## src/rtl/pwm_carrier_sequencer_if.sv

```systemverilog
// Duty-word handshake between the FOC current loop and the PWM carrier sequencer.
//   duty_in     NCH*N  new per-phase duty words, channel i in bits [i*N +: N]
//   duty_valid  1      duty_in holds a word to hand over
//   duty_ready  1      sequencer shadow register is empty and will take the word
// A word transfers on any clk edge where duty_valid & duty_ready.
interface pwm_carrier_sequencer_if #(
    parameter int unsigned N   = 6,
    parameter int unsigned NCH = 3
);
    logic [NCH*N-1:0] duty_in;
    logic             duty_valid;
    logic             duty_ready;

    // Producer side (current loop / testbench)
    modport master (
        output duty_in,
        output duty_valid,
        input  duty_ready
    );

    // Consumer side (sequencer)
    modport slave (
        input  duty_in,
        input  duty_valid,
        output duty_ready
    );
endinterface

```

## src/rtl/pwm_carrier_sequencer.sv

```systemverilog
// Sequencer for the N-bit up/down triangular PWM carrier of the FOC PWM stage.
// Holds the carrier in reset while idle, divides clk into the carrier tick,
// double-buffers the per-phase duty words (swapped only at the carrier valley),
// and flags each carrier peak (ADC trigger) and valley (period done).
// Ports:
//   clk, rst       system clock; synchronous active-high reset
//   start, stop    pulses: start honoured in IDLE, stop honoured in RUN
//   presc          tick divider, tick every presc+1 cycles (latched at ARM / valley)
//   duty_if        duty word handshake (slave side)
//   carrier_cnt    current carrier count (value before the carrier updates)
//   carrier_en     carrier tick, decoded from the registered prescaler count
//   carrier_nrst   active-low carrier reset, low while idle
//   duty_active    duty words in force for the comparators
//   adc_trig       1-cycle pulse after each peak
//   period_done    1-cycle pulse after each valley
//   busy           sequencer not idle
module pwm_carrier_sequencer #(
    parameter int unsigned N   = 6,
    parameter int unsigned NCH = 3,
    parameter int unsigned PW  = 8
) (
    input  logic                  clk,
    input  logic                  rst,
    input  logic                  start,
    input  logic                  stop,
    input  logic [PW-1:0]         presc,
    pwm_carrier_sequencer_if.slave duty_if,
    input  logic [N-1:0]          carrier_cnt,
    output logic                  carrier_en,
    output logic                  carrier_nrst,
    output logic [NCH*N-1:0]      duty_active,
    output logic                  adc_trig,
    output logic                  period_done,
    output logic                  busy
);

    localparam int unsigned DW      = NCH * N;
    localparam logic [N-1:0] CNT_MAX = '1;

    typedef enum logic [1:0] {
        S_IDLE  = 2'd0,
        S_ARM   = 2'd1,
        S_RUN   = 2'd2,
        S_DRAIN = 2'd3
    } state_t;

    state_t          state;
    state_t          state_nxt;

    logic [PW-1:0]   presc_lat;
    logic [PW-1:0]   pc;
    logic            dir_down;
    logic [DW-1:0]   shadow;
    logic            shadow_empty;

    logic            running;
    logic            tick;
    logic            peak_evt;
    logic            valley_evt;
    logic            accept;
    logic            swap;

    // State register
    always_ff @(posedge clk) begin
        if (rst) begin
            state <= S_IDLE;
        end else begin
            state <= state_nxt;
        end
    end

    // Next-state logic; stop is only looked at in RUN, start only in IDLE
    always_comb begin
        state_nxt = state;
        case (state)
            S_IDLE:  if (start)      state_nxt = S_ARM;
            S_ARM:                   state_nxt = S_RUN;
            S_RUN:   if (stop)       state_nxt = S_DRAIN;
            S_DRAIN: if (valley_evt) state_nxt = S_IDLE;
            default:                 state_nxt = S_IDLE;
        endcase
    end

    // State decode: carrier released from ARM onward, prescaler only counts in RUN/DRAIN
    always_comb begin
        carrier_nrst = 1'b0;
        running      = 1'b0;
        case (state)
            S_ARM: begin
                carrier_nrst = 1'b1;
            end
            S_RUN, S_DRAIN: begin
                carrier_nrst = 1'b1;
                running      = 1'b1;
            end
            default: begin
                carrier_nrst = 1'b0;
            end
        endcase
        busy       = (state != S_IDLE);
        carrier_en = running && (pc == '0);
    end

    // Extreme-value events; dir_down suppresses the repeated extreme sample
    always_comb begin
        tick       = carrier_en;
        peak_evt   = tick && (carrier_cnt == CNT_MAX) && !dir_down;
        valley_evt = tick && (carrier_cnt == '0) && dir_down;
        accept     = duty_if.duty_valid && shadow_empty;
        swap       = !shadow_empty && ((state == S_ARM) || valley_evt);
    end

    // Prescaler, carrier direction and period latch
    always_ff @(posedge clk) begin
        if (rst) begin
            pc        <= '0;
            presc_lat <= '0;
            dir_down  <= 1'b0;
        end else if (state == S_ARM) begin
            presc_lat <= presc;
            pc        <= presc;
            dir_down  <= 1'b0;
        end else if (running) begin
            if (tick) begin
                pc <= presc_lat;
            end else begin
                pc <= pc - PW'(1);
            end
            if (peak_evt) begin
                dir_down <= 1'b1;
            end else if (valley_evt) begin
                dir_down <= 1'b0;
            end
            // A new divider only takes hold at a period boundary
            if (valley_evt) begin
                presc_lat <= presc;
            end
        end
    end

    // Event pulses, one cycle after the detecting tick
    always_ff @(posedge clk) begin
        if (rst) begin
            adc_trig    <= 1'b0;
            period_done <= 1'b0;
        end else begin
            adc_trig    <= peak_evt;
            period_done <= valley_evt;
        end
    end

    // Duty double buffer: incoming words only ever land in the shadow
    always_ff @(posedge clk) begin
        if (rst) begin
            shadow       <= '0;
            shadow_empty <= 1'b1;
            duty_active  <= '0;
        end else if (swap) begin
            duty_active  <= shadow;
            shadow_empty <= 1'b1;
        end else if (accept) begin
            shadow       <= duty_if.duty_in;
            shadow_empty <= 1'b0;
        end
    end

    assign duty_if.duty_ready = shadow_empty;

endmodule
```

## src/flat_wrapper.sv

```systemverilog
// flat-port wrapper written by rule: the top's interface ports become plain ports
module pwm_carrier_sequencer_flat 
#(
    parameter int unsigned N   = 6,
    parameter int unsigned NCH = 3,
    parameter int unsigned PW  = 8
)
  (clk, rst, start, stop, presc, carrier_cnt, carrier_en, carrier_nrst, duty_active, adc_trig, period_done, busy, duty_if_duty_in, duty_if_duty_valid, duty_if_duty_ready);
  pwm_carrier_sequencer_if #(.N(N), .NCH(NCH)) duty_if_i ();
  input  logic clk;
  input  logic rst;
  input  logic start;
  input  logic stop;
  input  logic [PW-1:0] presc;
  input  logic [N-1:0] carrier_cnt;
  output logic carrier_en;
  output logic carrier_nrst;
  output logic [NCH*N-1:0] duty_active;
  output logic adc_trig;
  output logic period_done;
  output logic busy;
  input wire logic [$bits(duty_if_i.duty_in)-1:0] duty_if_duty_in;
  input wire logic [$bits(duty_if_i.duty_valid)-1:0] duty_if_duty_valid;
  output wire logic [$bits(duty_if_i.duty_ready)-1:0] duty_if_duty_ready;
  assign duty_if_i.duty_in = duty_if_duty_in;
  assign duty_if_i.duty_valid = duty_if_duty_valid;
  assign duty_if_duty_ready = duty_if_i.duty_ready;
  pwm_carrier_sequencer #(.N(N), .NCH(NCH), .PW(PW)) u_core (.clk(clk), .rst(rst), .start(start), .stop(stop), .presc(presc), .duty_if(duty_if_i), .carrier_cnt(carrier_cnt), .carrier_en(carrier_en), .carrier_nrst(carrier_nrst), .duty_active(duty_active), .adc_trig(adc_trig), .period_done(period_done), .busy(busy));
endmodule
```

## config.mk

```make
export PLATFORM = sky130hd
export DESIGN_NAME = pwm_carrier_sequencer_flat
export DESIGN_NICKNAME = d
export VERILOG_FILES = /design/src/rtl/pwm_carrier_sequencer_if.sv /design/src/rtl/pwm_carrier_sequencer.sv /design/src/flat_wrapper.sv
export SDC_FILE = /design/constraint.sdc
export NUM_CORES = 1
export LEC_CHECK = 0
export ABC_AREA = 1
export BUFFER_PORTS_ARGS = -buffer_cell sky130_fd_sc_hd__buf_2
export CORE_UTILIZATION = 50
export DETAILED_ROUTE_END_ITERATION = 16
export MAX_ROUTING_LAYER = met4
export PLACE_DENSITY = 0.76
export SKIP_CTS_REPAIR_TIMING = 1
export SYNTH_ARGS = -nofsm -noshare
export SYNTH_HDL_FRONTEND = slang
export SYNTH_SLANG_ARGS = --single-unit
```

## constraint.sdc

```tcl
create_clock -name clk -period 4.1 [get_ports clk]
set_input_delay 0.41 -clock clk [delete_from_list [all_inputs] [get_ports clk]]
set_output_delay 0.41 -clock clk [all_outputs]
set_load 0.03 [all_outputs]
```

* Word-level counts from Yosys, hierarchy flattened *
Cells that the tools add are included.

storage, ports and cells
  flip-flop bits (word level) = 58
  input port bits = 37
  word-level logic and storage cells = 57

cells by class
  add/subtract/negate cells = 1
  eq/ne operators = 7
  muxes and demuxes = 14
  bitwise logic cells = 1
  reductions and logical operators = 25

operator list
  kind                                                    count
  two-way mux 8 bit                                       6
  zero test 8 bit                                         1
  case mux 2 bit (4 select lines)                         1
  nonzero test 2 bit                                      4
  subtractor 8 x 1 -> 8 bit (second input constant)       1
  logical AND 1 bit                                       7
  equality test 6 bit (second input constant)             1
  zero test 6 bit                                         1
  two-way mux 2 bit                                       3
  AND reduction 2 bit                                     3
  OR reduction 2 bit                                      3
  equality test 2 bit (second input constant)             2
  two-way mux 1 bit                                       4
  inequality test 2 bit (second input constant)           2
  AND reduction 3 bit                                     1
  OR reduction 3 bit                                      1
  equality test 2 x 1 -> 1 bit (second input constant)    1
  zero test 1 bit                                         2
  zero test 2 bit                                         1
  inequality test 2 x 1 -> 1 bit (second input constant)  1
  logical OR 1 bit                                        1
  inverter 1 bit                                          1

* Longest topological paths before layout *
  depth after elaboration = 10
  gate-level depth with buffers = 13

* Worst setup path after synthesis *
OpenSTA, ideal clock, no wires.

  path type = register to register
  from = register u_core.state[1]
  to = register u_core.presc_lat[5]
  data arrival time = 1.492 ns
  path slack = 2.495 ns
  stages on the path, launching flop included = 13
  buffers on the path = 2
  clock period less this slack = 1.605 ns
  cells stage by stage = dfxtp_1 -> ha_1 -> inv_1 -> nand2_1 -> nand2_1 -> nor2_4 -> buf_6 -> nand3_4 -> nand2_4 -> buf_6 -> nand2_1 -> nand2_1 -> nor2_1

on the way
  longest elaborated chain between the ends = 8

RTL lines
  what                                 RTL line                      source
  from (decl)                          pwm_carrier_sequencer.sv:47   state_t state;
  from (signal assigned)               pwm_carrier_sequencer.sv:68   state <= state_nxt;
  equality test 2 bit                  pwm_carrier_sequencer.sv:88   case (state)
  OR reduction 2 bit (*)               -
  two-way mux 1 bit (*)                pwm_carrier_sequencer.sv:88
  logical AND 1 bit (*)                pwm_carrier_sequencer.sv:101  carrier_en = running && (pc == '0);
  via carrier_en                       flat_wrapper.sv:16            output logic carrier_en;
  logical AND 1 bit (*) (2 in series)  pwm_carrier_sequencer.sv:108  valley_evt = tick && (carrier_cnt == '0) && dir_down;
  nonzero test 2 bit (no line) (*)     -
  AND reduction 2 bit (no line) (*)    -
  to (signal assigned)                 pwm_carrier_sequencer.sv:120  presc_lat <= presc;
  to (signal assigned)                 pwm_carrier_sequencer.sv:136  presc_lat <= presc;
  to (decl)                            pwm_carrier_sequencer.sv:50   logic [PW-1:0] presc_lat;

The timed path passes the listed nets; every way through them passes the cells marked *.
A chain may end at the register's enable or synchronous reset.

* Worst setup path after layout *
  from = register u_core.state[1]
  to = output carrier_en

on the way
  longest elaborated chain between the ends = 4

RTL lines
  what                    RTL line
  equality test 2 bit     pwm_carrier_sequencer.sv:88
  OR reduction 2 bit (*)  -
  two-way mux 1 bit (*)   pwm_carrier_sequencer.sv:88
  logical AND 1 bit (*)   pwm_carrier_sequencer.sv:101
  to (decl)               flat_wrapper.sv:16

Mark *: on every way between the ends. The rest lies on a longest branch, timed or not.

==> flow_summary.ini <==
[outcome]
outcome = complete, no violations

[critical_path]
path_class = reg -> out
cp_max_fo = 11
reg2reg_from = u_core.state[1]
r2r_slack_ns = 2.02
r2r_cells = 10
crit_path_cell_trace = ha_1, inv_1, nand2_1, nand2_1, nor2_4, buf_2
crit_top_cell = nand2_1
end_kind = primary output
critPathTopFamily = simple AND/OR/NAND/NOR gates
slowest_delay_ns = 0.45
critical-path-slowest-cell = dfxtp_1
worstReg2RegEnd = u_core.duty_active[0]
cp.buffers_inverters = 2
required_ns = 3.69
crit_arrival_ns = 1.83
start_kind = flip-flop

[placement]
gp_congestion = 0.931
place_ws_ns = 2.05
port-buffer-count = 60
place_hpwl_mm = 3.75

[global_routing]
overflow = 0
grt_max_degree = 57
grt_pass1_wl_mm = 9.01
grt_util_all_layers_pct = 21.8
antenna_found_initial = 0
grt_pass1_vias = 2095

[timing]
finalCritPeriodShare_pct = 54.6
setup_violations = 0
clock_skew_ns = 0.00848
relSlewSlack_pct = 31.4
maxSlewViolCount = 0
finalSetupTns_ns = 0
fin_crit_ns = 2.24
worst_slack_ns = 1.86
rsz0062_at_grt = false
hold_violations = 0
worst_slew_pin_slew_ns = 1.03
fmaxAchievable_ghz = 0.447

[clock_network]
cts_tree = done
cts.sink_count = 58
cts_root_buf = clkbuf_8
htree_levels = 3
numCtsBuffers = 9
clockBufferDepth = 2
clk_pin_slew_ns = 0.07
clkLatencyLatePin_ns = 0.34

[synthesis]
syn_inst = 388
synth.distinct_cells = 26
ys_warn_count = 0
yosys.area.top_type = dfxtp_1
synth_area_leaders = dfxtp_1 43%, a21oi_1 11%, nand2_1 9.3%
postSynthAreaPerCell_um2 = 6.97
syn_nets = 431
synth-seq-cells = 58
yosysMostFrequentCell = nand2_1
syn_area_mm2 = 0.00270
synth_common_cells = 67 x nand2_1, 58 x dfxtp_1, 57 x a21oi_1
ys_dominant_reg_cell = dfxtp_1
synth_seq_area_share_pct = 42.9
synthArstFlopShare_pct = 0
synth_top_area_share_pct = 42.9
synth-edff-count = 0

[min_path]
worstHoldPathType = in -> reg
holdPathStages = 2
hold_path.startpoint = rst
min_to = u_core.period_done

[layout]
nets = 483
areaGrowthSynthToFinish_pct = 17.4
drive_gt1_share_pct = 19.8
nFillCells = 502
n_antenna_cell = 0

[floorplanning]
die_area_mm2 = 0.00571
placementRows = 26
initial_core_util_pct = 52.3
ios = 61
die_h_um = 75.5
die_w_um = 75.5
core_area_mm2 = 0.00517

[power]
p_per_area_mw_per_mm2 = 689
leakage_nw = 1.51
vdd_ir_drop_max_mv = 0.379

[flow_run]
max_cap_violations = 0

[drt]
drt_iter0_markers = 152
dr_total_vias = 2533
totalWireLength_mm = 5.72
post_drt_via_cell_ratio = 4.92
drc_errors = 0
drt_first_pass_iters = 6
wl_per_cell_um = 11.1
antenna_left = 0
-- layout by cell type (no fill, tap or decap) --
master,Yosys,layout
inv_1,56,56
nand3_1,28,28
ha_1,6,6
o21ai_0,28,28
inv_6,0,1
clkinv_2,0,2
buf_4,3,1
nand2_4,2,2
buf_2,1,60
nor2_4,1,1
nand3_4,1,1
a21boi_0,1,1
o211ai_1,2,2
nand3_2,1,1
clkinvlp_4,0,3
nand2_1,67,67
nor2_1,47,47
inv_2,2,2
nand3b_1,2,2
nor2_2,3,3
clkbuf_8,0,10
dfxtp_1,58,58
nand4_1,3,3
nand2_2,1,1
o22ai_1,1,1
nor3_1,1,1
a21oi_1,57,57
-- worst max-delay path by stage --
stage	start	endpoint	slack, ns	cells after the start
after floorplan	u_core.state[1]	u_core.presc_lat[5]	2.50	12
after global placement	u_core.state[1]	u_core.duty_active[16]	2.13	7
after detailed placement	u_core.state[1]	u_core.duty_active[13]	2.05	10
after CTS	u_core.state[1]	carrier_en	1.87	6
after global routing	u_core.state[1]	carrier_nrst	1.74	4
final	u_core.state[1]	carrier_en	1.86	6
-- state kept, by name, summed over array words and instances, names as in the netlist --
name                       count
u_core.shadow                 18
u_core.period_done             1
u_core.duty_if.duty_ready      1
u_core.adc_trig                1
u_core.duty_active            18
u_core.state                   2
u_core.pc                      8
u_core.presc_lat               8
u_core.dir_down                1
-- stage by stage --
stage / hold WS (ns) / cells / power, mW / cell area (um^2) / utilization [%]
2_1_floorplan: 0.429 / 388 / 1.54 / 2700 / -
3_3_place_gp: 0.440 / 499 / 1.70 / 3000 / 57.9
3_5_place_dp: 0.447 / 499 / 1.72 / 3000 / 57.9
4_1_cts: 0.234 / 515 / 2.20 / 3180 / 61.4
5_1_grt: 0.228 / 515 / 2.37 / 3180 / 61.4
6_report: 0.239 / 515 / 2.19 / 3180 / 61.4
-- layer usage --
layer	GRT usage, %	wire (um)	vias to the layer above	part of all wire, %
li1	-	-	1340	-
met1	26.4	2720	1112	48
met2	33.5	2570	70	45
met3	7.67	327	11	5.7
met4	8.23	97	0	1.7
met5	-	0	-	0
-- kinds of logic (layout without fill, tap and decap cells) --
| kind of cell | count (synthesis) | count (layout) | share of synthesized area [%] |
|---|---|---|---|
| AND/OR/NAND/NOR | 157 | 157 | 25.6 |
| AO/OA/AOI/OAI | 89 | 89 | 16.8 |
| flip-flops | 58 | 58 | 42.9 |
| adder cells (fa/ha/maj) | 6 | 6 | 2.78 |
| buffers and inverters | 78 | 135 | 11.8 |
-- where the power goes --
| group | leakage, nW | internal [mW] | switching, mW |
|---|---|---|---|
| Combinational | 0.949 | 0.313 | 0.623 |
| Clock | 0.0847 | 0.235 | 0.237 |
| Sequential | 0.477 | 0.689 | 0.0891 |
-- area by class of cell --
cell class / instances / area [um^2] / area share (%)
multi-input combinational: 252 / 1220 / 38.5
sequential: 58 / 1160 / 36.6
timing repair buffer: 61 / 308 / 9.69
inverter: 58 / 218 / 6.86
clock buffer: 10 / 138 / 4.33
tap: 70 / 87.6 / 2.76
clock inverter: 6 / 41.3 / 1.30
Note: power is estimated with default switching activity, not from simulation.
